<file path="config.mk">
export PLATFORM = sky130hd
export DESIGN_NAME = count_down_timer
export DESIGN_NICKNAME = d
export VERILOG_FILES = /design/src/rtl/count_down_timer.sv
export SDC_FILE = /design/constraint.sdc
export NUM_CORES = 1
export LEC_CHECK = 0
export CAP_MARGIN = 25
export CORE_UTILIZATION = 30
export CTS_CLUSTER_DIAMETER = 150
export DETAILED_ROUTE_END_ITERATION = 8
export HOLD_SLACK_MARGIN = 0.12
export PLACE_DENSITY = 0.53
export SETUP_SLACK_MARGIN = 0.05
export SYNTH_ARGS = -nofsm -noshare
export SYNTH_HDL_FRONTEND = slang
export SYNTH_SLANG_ARGS = --single-unit
export TNS_END_PERCENT = 10
</file>
<file path="constraint.sdc">
create_clock -name clk -period 3 [get_ports clk]
set_input_delay 0.75 -clock clk [delete_from_list [all_inputs] [get_ports clk]]
set_output_delay 0.75 -clock clk [all_outputs]
set_load 0.02 [all_outputs]
</file>
<file path="src/rtl/count_down_timer.sv">
// count_down_timer: HH:MM:SS BCD countdown for the digital-clock datapath.
// A preset is loaded, then decremented once per prescaler tick until it
// reaches 00:00:00, at which point ring is raised.
// Optional build macro: COUNT_DOWN_TIMER_RING_TIMEOUT_EN
//   defined     -> ring drops after RING_CYCLES clocks in DONE, state goes IDLE
//   not defined -> ring holds until set_timer, reset_timer or rst_n
//
// state  | meaning
// S_IDLE | not counting (zero preset, after reset, or after ring timeout)
// S_RUN  | counting down on prescaler ticks
// S_DONE | expired, count held at 00:00:00, ring high
module count_down_timer #(
    parameter int TICK_DIV    = 100_000_000,
    parameter int RING_CYCLES = 300_000_000
) (
    input  logic       clk,
    input  logic       rst_n,
    input  logic       set_timer,
    input  logic       reset_timer,
    input  logic       pause,
    input  logic [7:0] hour_bcd_in,
    input  logic [7:0] minute_bcd_in,
    input  logic [7:0] second_bcd_in,
    output logic [7:0] hour_out_bcd,
    output logic [7:0] minute_out_bcd,
    output logic [7:0] second_out_bcd,
    output logic       ring
);

    localparam int PW = (TICK_DIV > 1) ? $clog2(TICK_DIV) : 1;
    localparam logic [PW-1:0] PRESC_LAST = PW'(TICK_DIV - 1);

    typedef enum logic [1:0] {S_IDLE, S_RUN, S_DONE} state_t;

    state_t        r_state;
    logic [PW-1:0] r_presc;
    logic [7:0]    r_hh, r_mm, r_ss;
    logic [7:0]    r_pre_hh, r_pre_mm, r_pre_ss;
    logic          r_ring;

`ifdef COUNT_DOWN_TIMER_RING_TIMEOUT_EN
    localparam int RW = (RING_CYCLES > 1) ? $clog2(RING_CYCLES) : 1;
    localparam logic [RW-1:0] RING_LAST = RW'(RING_CYCLES - 1);
    logic [RW-1:0] r_ring_cnt;
`endif

    logic [7:0] w_clamp_hh, w_clamp_mm, w_clamp_ss;
    logic [7:0] w_dec_hh, w_dec_mm, w_dec_ss;
    logic       w_borrow_s, w_borrow_m;
    logic       w_clamp_zero, w_preset_zero, w_dec_zero;

    function automatic logic [3:0] clamp_digit(input logic [3:0] d);
        return (d > 4'd9) ? 4'd9 : d;
    endfunction

    // Minutes and seconds are limited to 59 after per-digit clamping.
    function automatic logic [7:0] clamp_ms(input logic [7:0] v);
        logic [7:0] t;
        t = {clamp_digit(v[7:4]), clamp_digit(v[3:0])};
        return (t > 8'h59) ? 8'h59 : t;
    endfunction

    // Input clamping for set_timer.
    always_comb begin
        w_clamp_hh    = {clamp_digit(hour_bcd_in[7:4]), clamp_digit(hour_bcd_in[3:0])};
        w_clamp_mm    = clamp_ms(minute_bcd_in);
        w_clamp_ss    = clamp_ms(second_bcd_in);
        w_clamp_zero  = (w_clamp_hh == 8'h00) && (w_clamp_mm == 8'h00) && (w_clamp_ss == 8'h00);
        w_preset_zero = (r_pre_hh == 8'h00) && (r_pre_mm == 8'h00) && (r_pre_ss == 8'h00);
    end

    // One-second BCD decrement with borrow ss -> mm -> hh.
    always_comb begin
        w_borrow_s = (r_ss == 8'h00);
        if (r_ss == 8'h00)
            w_dec_ss = 8'h59;
        else if (r_ss[3:0] == 4'd0)
            w_dec_ss = {r_ss[7:4] - 4'd1, 4'd9};
        else
            w_dec_ss = r_ss - 8'd1;

        w_borrow_m = w_borrow_s && (r_mm == 8'h00);
        if (!w_borrow_s)
            w_dec_mm = r_mm;
        else if (r_mm == 8'h00)
            w_dec_mm = 8'h59;
        else if (r_mm[3:0] == 4'd0)
            w_dec_mm = {r_mm[7:4] - 4'd1, 4'd9};
        else
            w_dec_mm = r_mm - 8'd1;

        // hh never underflows: a zero count has already left RUN.
        if (!w_borrow_m || r_hh == 8'h00)
            w_dec_hh = r_hh;
        else if (r_hh[3:0] == 4'd0)
            w_dec_hh = {r_hh[7:4] - 4'd1, 4'd9};
        else
            w_dec_hh = r_hh - 8'd1;

        w_dec_zero = (w_dec_hh == 8'h00) && (w_dec_mm == 8'h00) && (w_dec_ss == 8'h00);
    end

    // Control FSM, prescaler, count and ring registers.
    always_ff @(posedge clk or negedge rst_n) begin
        if (!rst_n) begin
            r_state    <= S_IDLE;
            r_presc    <= '0;
            r_hh       <= 8'h00;
            r_mm       <= 8'h00;
            r_ss       <= 8'h00;
            r_pre_hh   <= 8'h00;
            r_pre_mm   <= 8'h00;
            r_pre_ss   <= 8'h00;
            r_ring     <= 1'b0;
`ifdef COUNT_DOWN_TIMER_RING_TIMEOUT_EN
            r_ring_cnt <= '0;
`endif
        end else if (set_timer) begin
            r_pre_hh <= w_clamp_hh;
            r_pre_mm <= w_clamp_mm;
            r_pre_ss <= w_clamp_ss;
            r_hh     <= w_clamp_hh;
            r_mm     <= w_clamp_mm;
            r_ss     <= w_clamp_ss;
            r_presc  <= '0;
            r_ring   <= 1'b0;
            r_state  <= w_clamp_zero ? S_IDLE : S_RUN;
        end else if (reset_timer) begin
            r_hh     <= r_pre_hh;
            r_mm     <= r_pre_mm;
            r_ss     <= r_pre_ss;
            r_presc  <= '0;
            r_ring   <= 1'b0;
            r_state  <= w_preset_zero ? S_IDLE : S_RUN;
        end else begin
            case (r_state)
                S_RUN: begin
                    if (!pause) begin
                        if (r_presc == PRESC_LAST) begin
                            r_presc <= '0;
                            r_hh    <= w_dec_hh;
                            r_mm    <= w_dec_mm;
                            r_ss    <= w_dec_ss;
                            if (w_dec_zero) begin
                                r_state    <= S_DONE;
                                r_ring     <= 1'b1;
`ifdef COUNT_DOWN_TIMER_RING_TIMEOUT_EN
                                r_ring_cnt <= RING_LAST;
`endif
                            end
                        end else begin
                            r_presc <= r_presc + PW'(1);
                        end
                    end
                end
                S_DONE: begin
`ifdef COUNT_DOWN_TIMER_RING_TIMEOUT_EN
                    if (r_ring_cnt == '0) begin
                        r_ring  <= 1'b0;
                        r_state <= S_IDLE;
                    end else begin
                        r_ring_cnt <= r_ring_cnt - RW'(1);
                    end
`endif
                end
                default: ;
            endcase
        end
    end

    assign hour_out_bcd   = r_hh;
    assign minute_out_bcd = r_mm;
    assign second_out_bcd = r_ss;
    assign ring           = r_ring;

endmodule

</file>
Word level (Yosys, flattened, before mapping)

Index checks and enable logic that the tools add are counted.

Logic and storage cells: 106
Flip-flop bits (word level): 78
Output and inout bits: 25
Input bits: 29

Order comparisons: 8
Reduce and logical (&&, ||, !) cells: 30
Equality and inequality tests: 3
Add/sub/neg operators: 7
Muxes and demuxes: 49

Operators by type and width:

| kind                    | count |
|---|---|
| $mux W8                 | 24 |
| $mux W27                | 5 |
| $logic_not A8 Y1        | 12 |
| $add A27 B1 Y27 const B | 1 |
| $eq A27 B27 Y1 const B  | 1 |
| $gt A4 B4 Y1 const B    | 6 |
| $mux W4                 | 6 |
| $sub A8 B1 Y8 const B   | 3 |
| $gt A8 B7 Y1 const B    | 2 |
| $logic_not A4 Y1        | 3 |
| $mux W2                 | 6 |
| $sub A4 B1 Y4 const B   | 3 |
| $reduce_bool A3 Y1      | 3 |
| $mux W1                 | 8 |
| $logic_and A1 B1 Y1     | 7 |
| $reduce_and A4 Y1       | 1 |
| $ne A3 B3 Y1 const B    | 1 |
| $reduce_and A3 Y1       | 1 |
| $eq A2 B1 Y1 const B    | 1 |
| $reduce_and A2 Y1       | 1 |
| $logic_not A1 Y1        | 1 |
| $logic_or A1 B1 Y1      | 1 |

Depth between registers and ports, before layout

Gate-level depths: netlist of run 1.

Depth in word-level cells: 14
Gate-level depth with buffers: 10
Mapped depth without buffers: 8

Worst setup path before layout of run 1

No wires, ideal clock.

Kind: reg2reg
Start point: register r_ss[0], in the netlist second_out_bcd[0]
End point: register r_state[1]
Arrival: 2.610 ns
Setup slack: 0.324 ns
Cell stages (with the launch flop): 9
Buffers on the path: 2
Data required time: 2.934 ns
Library setup time: 0.066 ns
Period minus slack after synthesis: 2.676 ns
Path through: dfrtp_1 -> buf_6 -> or4_1 -> buf_2 -> nor4_2 -> xor2_1 -> or4b_1 -> nor4_2 -> a32o_2

Cells in the longest elaborated chain, start to end: 10
Elaborated cells on any way between the ends: 17
Classes of those cells: add/sub: 1; mux: 4; reduce/logical: 12

Ends and longest elaborated chain:

| item                                                                  | RTL line | source |
|---|---|---|
| from (decl)                                                           | 37       | `logic [7:0] r_hh, r_mm, r_ss;` |
| from (signal assigned)                                                | 124      | `r_ss <= w_clamp_ss;` |
| from (signal assigned)                                                | 131      | `r_ss <= r_pre_ss;` |
| from (signal assigned)                                                | 143      | `r_ss <= w_dec_ss;` |
| parallel branches: the longest is 7 deep, another holds $sub A8 B1 Y8 | n/a      |  |
| $logic_and A1 B1 Y1 *                                                 | 100      | `w_dec_zero = (w_dec_hh == 8'h00) && (w_dec_mm == 8'h00) && (w_dec_ss == 8'h00);` |
| $reduce_bool A3 Y1 (no line) *                                        | n/a      |  |
| $reduce_and A4 Y1 (no line) *                                         | n/a      |  |
| to (signal assigned)                                                  | 127      | `r_state <= w_clamp_zero ? S_IDLE : S_RUN;` |
| to (signal assigned)                                                  | 134      | `r_state <= w_preset_zero ? S_IDLE : S_RUN;` |
| to (decl)                                                             | 35       | `state_t r_state;` |

Mark *: on every way between the ends.
A chain may end at the register's enable or synchronous reset.

Worst setup path in the final report of run 1

Start point: input hour_bcd_in[7]
End point: register r_state[0]

Cells in the longest elaborated chain, start to end: 7

Ends and longest elaborated chain:

| item                               | RTL line | source |
|---|---|---|
| from (decl)                        | 21       | `input logic [7:0] hour_bcd_in,` |
| $gt A4 B4 Y1                       | 53       | `return (d > 4'd9) ? 4'd9 : d;` |
| $mux W4 *                          | 53       |  |
| $logic_not A8 Y1 *                 | 68       | `w_clamp_zero = (w_clamp_hh == 8'h00) && (w_clamp_mm == 8'h00) && (w_clamp_ss == 8'h00);` |
| $logic_and A1 B1 Y1 * (2 in a row) | 68       |  |
| $mux W1 *                          | 127      |  |
| $mux W2 *                          | 118      | `end else if (set_timer) begin` |

Mark *: on every way between the ends. The rest lies on a longest branch, timed or not.

==> results of run 1 <==
==> where the power goes <==
group | switching [uW] | leakage, uW | internal, uW | total, uW
clock network | 427 | 0.000134 | 594 | 1020
registers | 89.0 | 0.000976 | 1110 | 1190
logic | 407 | 0.00127 | 317 | 725
total | 923 | 0.00238 | 2020 | 2940
==> placed cells by master (no fill, tap or decap), types with 3 or more instances in the layout <==
cell,synthesis,routed
nor2b_1,3,3
clkbuf_16,0,9
o211ai_1,7,7
nor3b_1,3,3
o21a_1,4,4
nand2_1,57,57
nand4_1,14,14
or3_1,4,4
mux2_2,6,6
and4_1,7,7
nor4_2,3,3
buf_4,0,35
nand3_1,17,17
clkdlybuf4s50_1,0,51
nor2_1,77,77
or3b_2,4,4
a31oi_1,5,5
o41ai_1,3,3
dfrtp_1,77,77
or4_1,4,4
nor4_1,19,19
and3_1,6,6
xnor2_1,7,7
nor3_1,25,25
a22o_1,4,4
a21oi_1,19,18
inv_1,27,27
xor2_1,15,15
ha_1,6,5
mux2i_1,8,8
or2_2,3,3
o21ai_0,43,43
a211o_1,3,3
a211oi_1,9,9
nand2b_1,3,3
o31ai_1,8,8
o311ai_0,3,3
==> routing by layer <==
metal	vias to the layer above	track usage, %	share of wire (%)
li1	2198	-	-
met2	112	31.0	47
met3	21	2.29	3.6
met1	2255	26.0	47
met5	-	0	0
met4	0	8.03	2.2
==> worst max path at each step <==
stage	start	endpoint	slack, ps	cells past startpoint
floorplan	second_out_bcd[0]	r_state[1]	320	8
global placement	hour_bcd_in[7]	r_state[0]	-280	7
detailed placement	hour_bcd_in[7]	r_state[0]	-210	7
CTS	hour_bcd_in[7]	r_state[0]	120	7
global route	hour_bcd_in[7]	r_state[0]	50	7
finish	hour_bcd_in[7]	r_state[0]	160	7
==> final cells by class <==
type                       count  area (um2)
clock buffer                  12         256
clock inverter                 2        10.0
fill                        1629        9780
inverter                      28         105
multi-input combinational    433        2650
sequential                    77        1930
tap                          216         270
timing repair buffer          89         826
==> critical path: stages <==
cell and delay [ps]:
clkdlybuf4s50_1 500, nor4_1 540, nand4_1 150, nor4_1 620
o21ai_0 180, nor4_1 190, a21oi_1 110
==> cells by family (layout without fill, tap and decap cells) <==
family / count (synthesis) / after routing
adder cells (fa/ha/maj): 6 / 6
buffers and inverters: 58 / 131
AND/OR/NAND/NOR: 266 / 266
AO/OA/AOI/OAI: 124 / 124
XOR/XNOR: 22 / 22
multiplexers: 15 / 15
flip-flops: 77 / 77
==> flip-flops by register name (all words and copies together) (netlist names) <==
signal and cells:
r_pre_hh 8, r_state 2, hour_out_bcd 8, r_pre_mm 8, second_out_bcd 8, r_presc 27, minute_out_bcd 8, r_pre_ss 8
==> metrics by stage <==
stage                     setup slack, ps  setup TNS (ps)  instances  power [uW]  area (um2)
after global routing                 47.2               0        857        3070        6040
after global placement               -278            -278        842        1920        5750
after detailed placement             -212            -212        842        1930        5750
after floorplan                       324               0        568        1600        4830
final                                 159               0        857        2940        6040
after CTS                             123               0        856        2950        6010
==> timing repair <==
item,4_1_cts,5_1_grt
resized for setup,0,1
setup endpoints to repair,0,2
hold buffers,0,0
==> results.ini, run 1 <==
[clock_tree]
cts_made_buffers = 9
htree_levels = 3
clkTransAtPathRegs_ps = 60
clk_latency_ps = 340
clockBufferDepth = 2
cts_tree = yes
post_cts.repair.setup_buffers = 0
clock_sinks = 77
cts_root_buf = clkbuf_16

[yosys]
synth_edf_count = 0
synth_nets = 603
synth_cell_types = 69
synth_top_family_by_area = simple AND/OR/NAND/NOR gates
synth_area_mm2 = 0.00483
synth_compound_area_share_pct = 16.8
synth_adder_area_share_pct = 1.55
yosys.area.top_type = dfrtp_1
ys_ff_latch = 77
synthSimpleGateAreaFrac_pct = 29.0
ys_async_sr_fraction_pct = 100
syn_avg_cell_area_um2 = 8.51
ys_warn_count = 0
ys_top_cells_by_area = dfrtp_1 (40%), nor2_1 (6.0%), o21ai_0 (4.5%), nand2_1 (4.4%), xor2_1 (2.7%)
synthCells = 568
seq_area_frac_synth_pct = 39.9
synth.top_cell.area_share_pct = 39.9
synth-xor-area-share_pct = 3.99
synth_common_cells = dfrtp_1 (77), nor2_1 (77), nand2_1 (57), o21ai_0 (43), inv_1 (27)
synth_mux_area_share_pct = 3.37
synthFlopType = dfrtp_1

[final_layout]
drive_gt1_share_pct = 12.6
final_nets = 673
antenna-diode-count = 0
area_delta_synth_final_pct = 25.0
fin_util_pct = 38.2

[floorplan]
ios = 54
rows = 46
die_x_um = 129
core_area_mm2 = 0.0158
start_util_pct = 30.5
die_h_um = 129
die-area_mm2 = 0.0166

[placement]
place.gp.congestion = 0.854
hpwlAfterDp_mm = 11.5
portBuffers = 53

[sta]
relSlewSlack_pct = 51.9
worst_pin_slew_ps = 716
whs_ps = 330
hold_viol_final = 0
grt_setup_unrepaired = true
fmax_mhz = 352
skew_ps = 5.71
post-route-period-util_pct = 94.7
period_needed_ps = 2840
maxSlewViolCount = 0
setup_viol_count_final = 0

[grt]
grt_max_degree = 78
grt_pass1_wl_mm = 24.3
grt-ovfl-total = 0
antenna_found_initial = 0
grt.total_usage_pct = 19.2
grt_pass1_vias = 4415

[worst_setup_path]
worstPathArrival_ps = 3050
crit_path_max_fanout = 5
critPathLaunchType = input pin
worstReg2RegEnd = r_state[1]
r2r_cells = 8
crit_type = input pin to flop
reg2reg_from = second_out_bcd[4]
end_kind = flop
r2r_setup_slack_ps = 190
critPathRequiredTime_ps = 3210

[route]
vias = 4586
antenna_left = 0
vias_per_cell = 5.35
route.detailed.drc = 0
dr.pass1.iters = 5
drt-wirelength-per-cell_um = 17.7
drt-total-wl_mm = 15.2
drt_iter0_markers = 342

[status]
status = finished clean

[power]
ir_worst_vdd_v = 0.000261
power_density_mw_per_mm2 = 486
leakage_uw = 0.00238

[flow_run]
maxCapViolations = 0

[worst_hold_path]
holdCritPathClass = input pin to async pin

Note: power is estimated with default switching activity, not from simulation.
==> run 2: changes to the inputs <==
--- a/config.mk
+++ b/config.mk
@@ -9,6 +9,7 @@
 export CORE_UTILIZATION = 30
 export CTS_CLUSTER_DIAMETER = 150
 export DETAILED_ROUTE_END_ITERATION = 8
+export GPL_TIMING_DRIVEN = 0
 export HOLD_SLACK_MARGIN = 0.12
 export PLACE_DENSITY = 0.53
 export SETUP_SLACK_MARGIN = 0.05
==> run 2 against run 1 <==
Net effect:
- power rose by 4.4%
- non-clock buffer count increased by 2
- setup slack worse by 80 ps
- critical path depth fell by 2
- routed wire length increased by 7.8%
- via count rose by 4.1%
- hold slack worse by 40 ps
- critical endpoint is now r_pre_hh[2]
==> results.ini, run 2 (synthesized netlist as in run 1, its figures left out) <==
[grt]
grt_max_degree = 58
antenna_found_initial = 0
grt.total_usage_pct = 20.5
grt-ovfl-total = 0
grt_pass1_vias = 4400
grt_pass1_wl_mm = 25.3

[final_layout]
drive_gt1_share_pct = 11.5
regMostFlops = r_presc
largest_register_ffs = 27
antenna-diode-count = 0
area_delta_synth_final_pct = 25.5
seqCellArea_mm2 = 0.00193
layout_common_cells = dfrtp_1 (77), nor2_1 (76), nand2_1 (57), clkdlybuf4s50_1 (51), o21ai_0 (42)
layout_commonest_cell = dfrtp_1
n_fill_cell = 1614
multiInputGateArea_mm2 = 0.00269
final_nets = 675

[sta]
hold_viol_final = 0
fmax_mhz = 342
grt_setup_unrepaired = true
post-route-period-util_pct = 97.4
skew_ps = 6.81
maxSlewViolCount = 0
relSlewSlack_pct = 55.7
setup_viol_count_final = 0
period_needed_ps = 2920
finalWorstSetupSlack_ps = 78.9
fin_setup_tns_ps = 0
worst_pin_slew_ps = 665
whs_ps = 291

[worst_setup_path]
critPathLaunchType = input pin
crit_type = input pin to flop
critPathRequiredTime_ps = 3210
cp_top_family = buffers and inverters
path_common_cell = clkbuf_1
path_buf_inv = 4
critical-path-slowest-cell = clkdlybuf4s50_1
reg2reg_from = second_out_bcd[4]
max_stage_delay_ps = 710
worstPathArrival_ps = 3130
crit_path_start = set_timer
crit_chain = clkdlybuf4s50_1 > clkbuf_1 > buf_2 > clkbuf_1 > o21ai_0
crit_path_max_fanout = 10
end_kind = flop

[floorplan]
rows = 46
die_h_um = 129
start_util_pct = 30.5
die_x_um = 129
die-area_mm2 = 0.0166
core_area_mm2 = 0.0158
ios = 54

[power]
leakage_uw = 0.00235
power.sequential.fraction_pct = 39.0
power_density_mw_per_mm2 = 506
finalPower_uw = 3070
pwr-share-comb_pct = 24.3
p_int_uw = 2070
sw_frac_of_total_pct = 32.6
switchingPower_uw = 1000
pwr-share-clk_pct = 36.7
ir_worst_vdd_v = 0.000351

[clock_tree]
htree_levels = 3
cts_tree = yes
clkTransAtPathRegs_ps = 70
clockBufferDepth = 2
cts_made_buffers = 9
clock_sinks = 77
cts_root_buf = clkbuf_16
clk_latency_ps = 360

[placement]
hpwlAfterDp_mm = 12.1
portBuffers = 52
place.gp.congestion = 0.913
pre_cts_slack_ps = -701

[worst_hold_path]
holdCritPathClass = input pin to async pin

[route]
vias_per_cell = 5.54
route.detailed.drc = 0
dr.pass1.iters = 5
vias = 4773
antenna_left = 0
drt-total-wl_mm = 16.4
drt_iter0_markers = 367
drt-wirelength-per-cell_um = 19.0

[flow_run]
maxCapViolations = 0

[status]
status = finished clean

run 2: cell types whose count changed in the layout (fill, tap and decap cells not counted), moves of 2 or more:
cell / previous run / this run
clkinv_4: 0 / 3
clkbuf_2: 0 / 5
buf_2: 1 / 3
buf_4: 35 / 10
clkbuf_1: 1 / 16
run 2: what timing repair did:
action                     4_1_cts  5_1_grt
hold buffers                     0        0
hold endpoints to repair         0        0
cloned                           0        0
pin swaps                        1        4
setup endpoints to repair       39       33
buffers inserted                 0        9
gates resized for setup          9        6
run 2: layout make-up:
class | instances | area share [%]
Clock inverter | 7 | 1.24
Clock buffer | 9 | 3.71
Sequential cell | 77 | 31.8
Buffer | 29 | 2.64
Multi-Input combinational cell | 433 | 44.3
Tap cell | 216 | 4.46
Inverter | 28 | 1.79
Timing Repair Buffer | 62 | 10.1
run 2: power groups by stage:
| stage | registers, uW | clock network [uW] | logic (uW) |
|---|---|---|---|
| floorplan | 1240 | 0 | 364 |
| detailed placement | 1210 | 0 | 706 |
| finish | 1200 | 1130 | 745 |
| global placement | 1210 | 0 | 697 |
| CTS | 1200 | 1140 | 715 |
| global route | 1210 | 1190 | 807 |
run 2: layer usage:
metal / up-vias / wire [um] / global-route usage (%)
li1: 2206 / - / -
met3: 24 / 1030 / 3.53
met1: 2342 / 7360 / 28.0
met5: - / 0 / 0
met4: 0 / 451 / 8.51
met2: 201 / 7550 / 32.1
run 2: path summary, 6_finish.rpt:
check / to / slack [ps] / cells after the start
worst min-delay path: hour_out_bcd[6] / 290 / 1
worst max register to register: r_state[1] / 140 / 8
worst min register to register: r_presc[1] / 520 / 2
min in group clk: r_presc[1] / 520 / 2
max in group asynchronous: second_out_bcd[3] / 2110 / 2
worst max-delay path: r_pre_hh[2] / 80 / 5
run 2: stage by stage:
step,instances,instance area [um2],utilization (%)
after floorplan,568,4830,-
after global placement,836,5620,35.5
after detailed placement,837,5650,35.7
after CTS,853,5980,37.8
after global routing,861,6070,38.3
final,861,6070,38.3
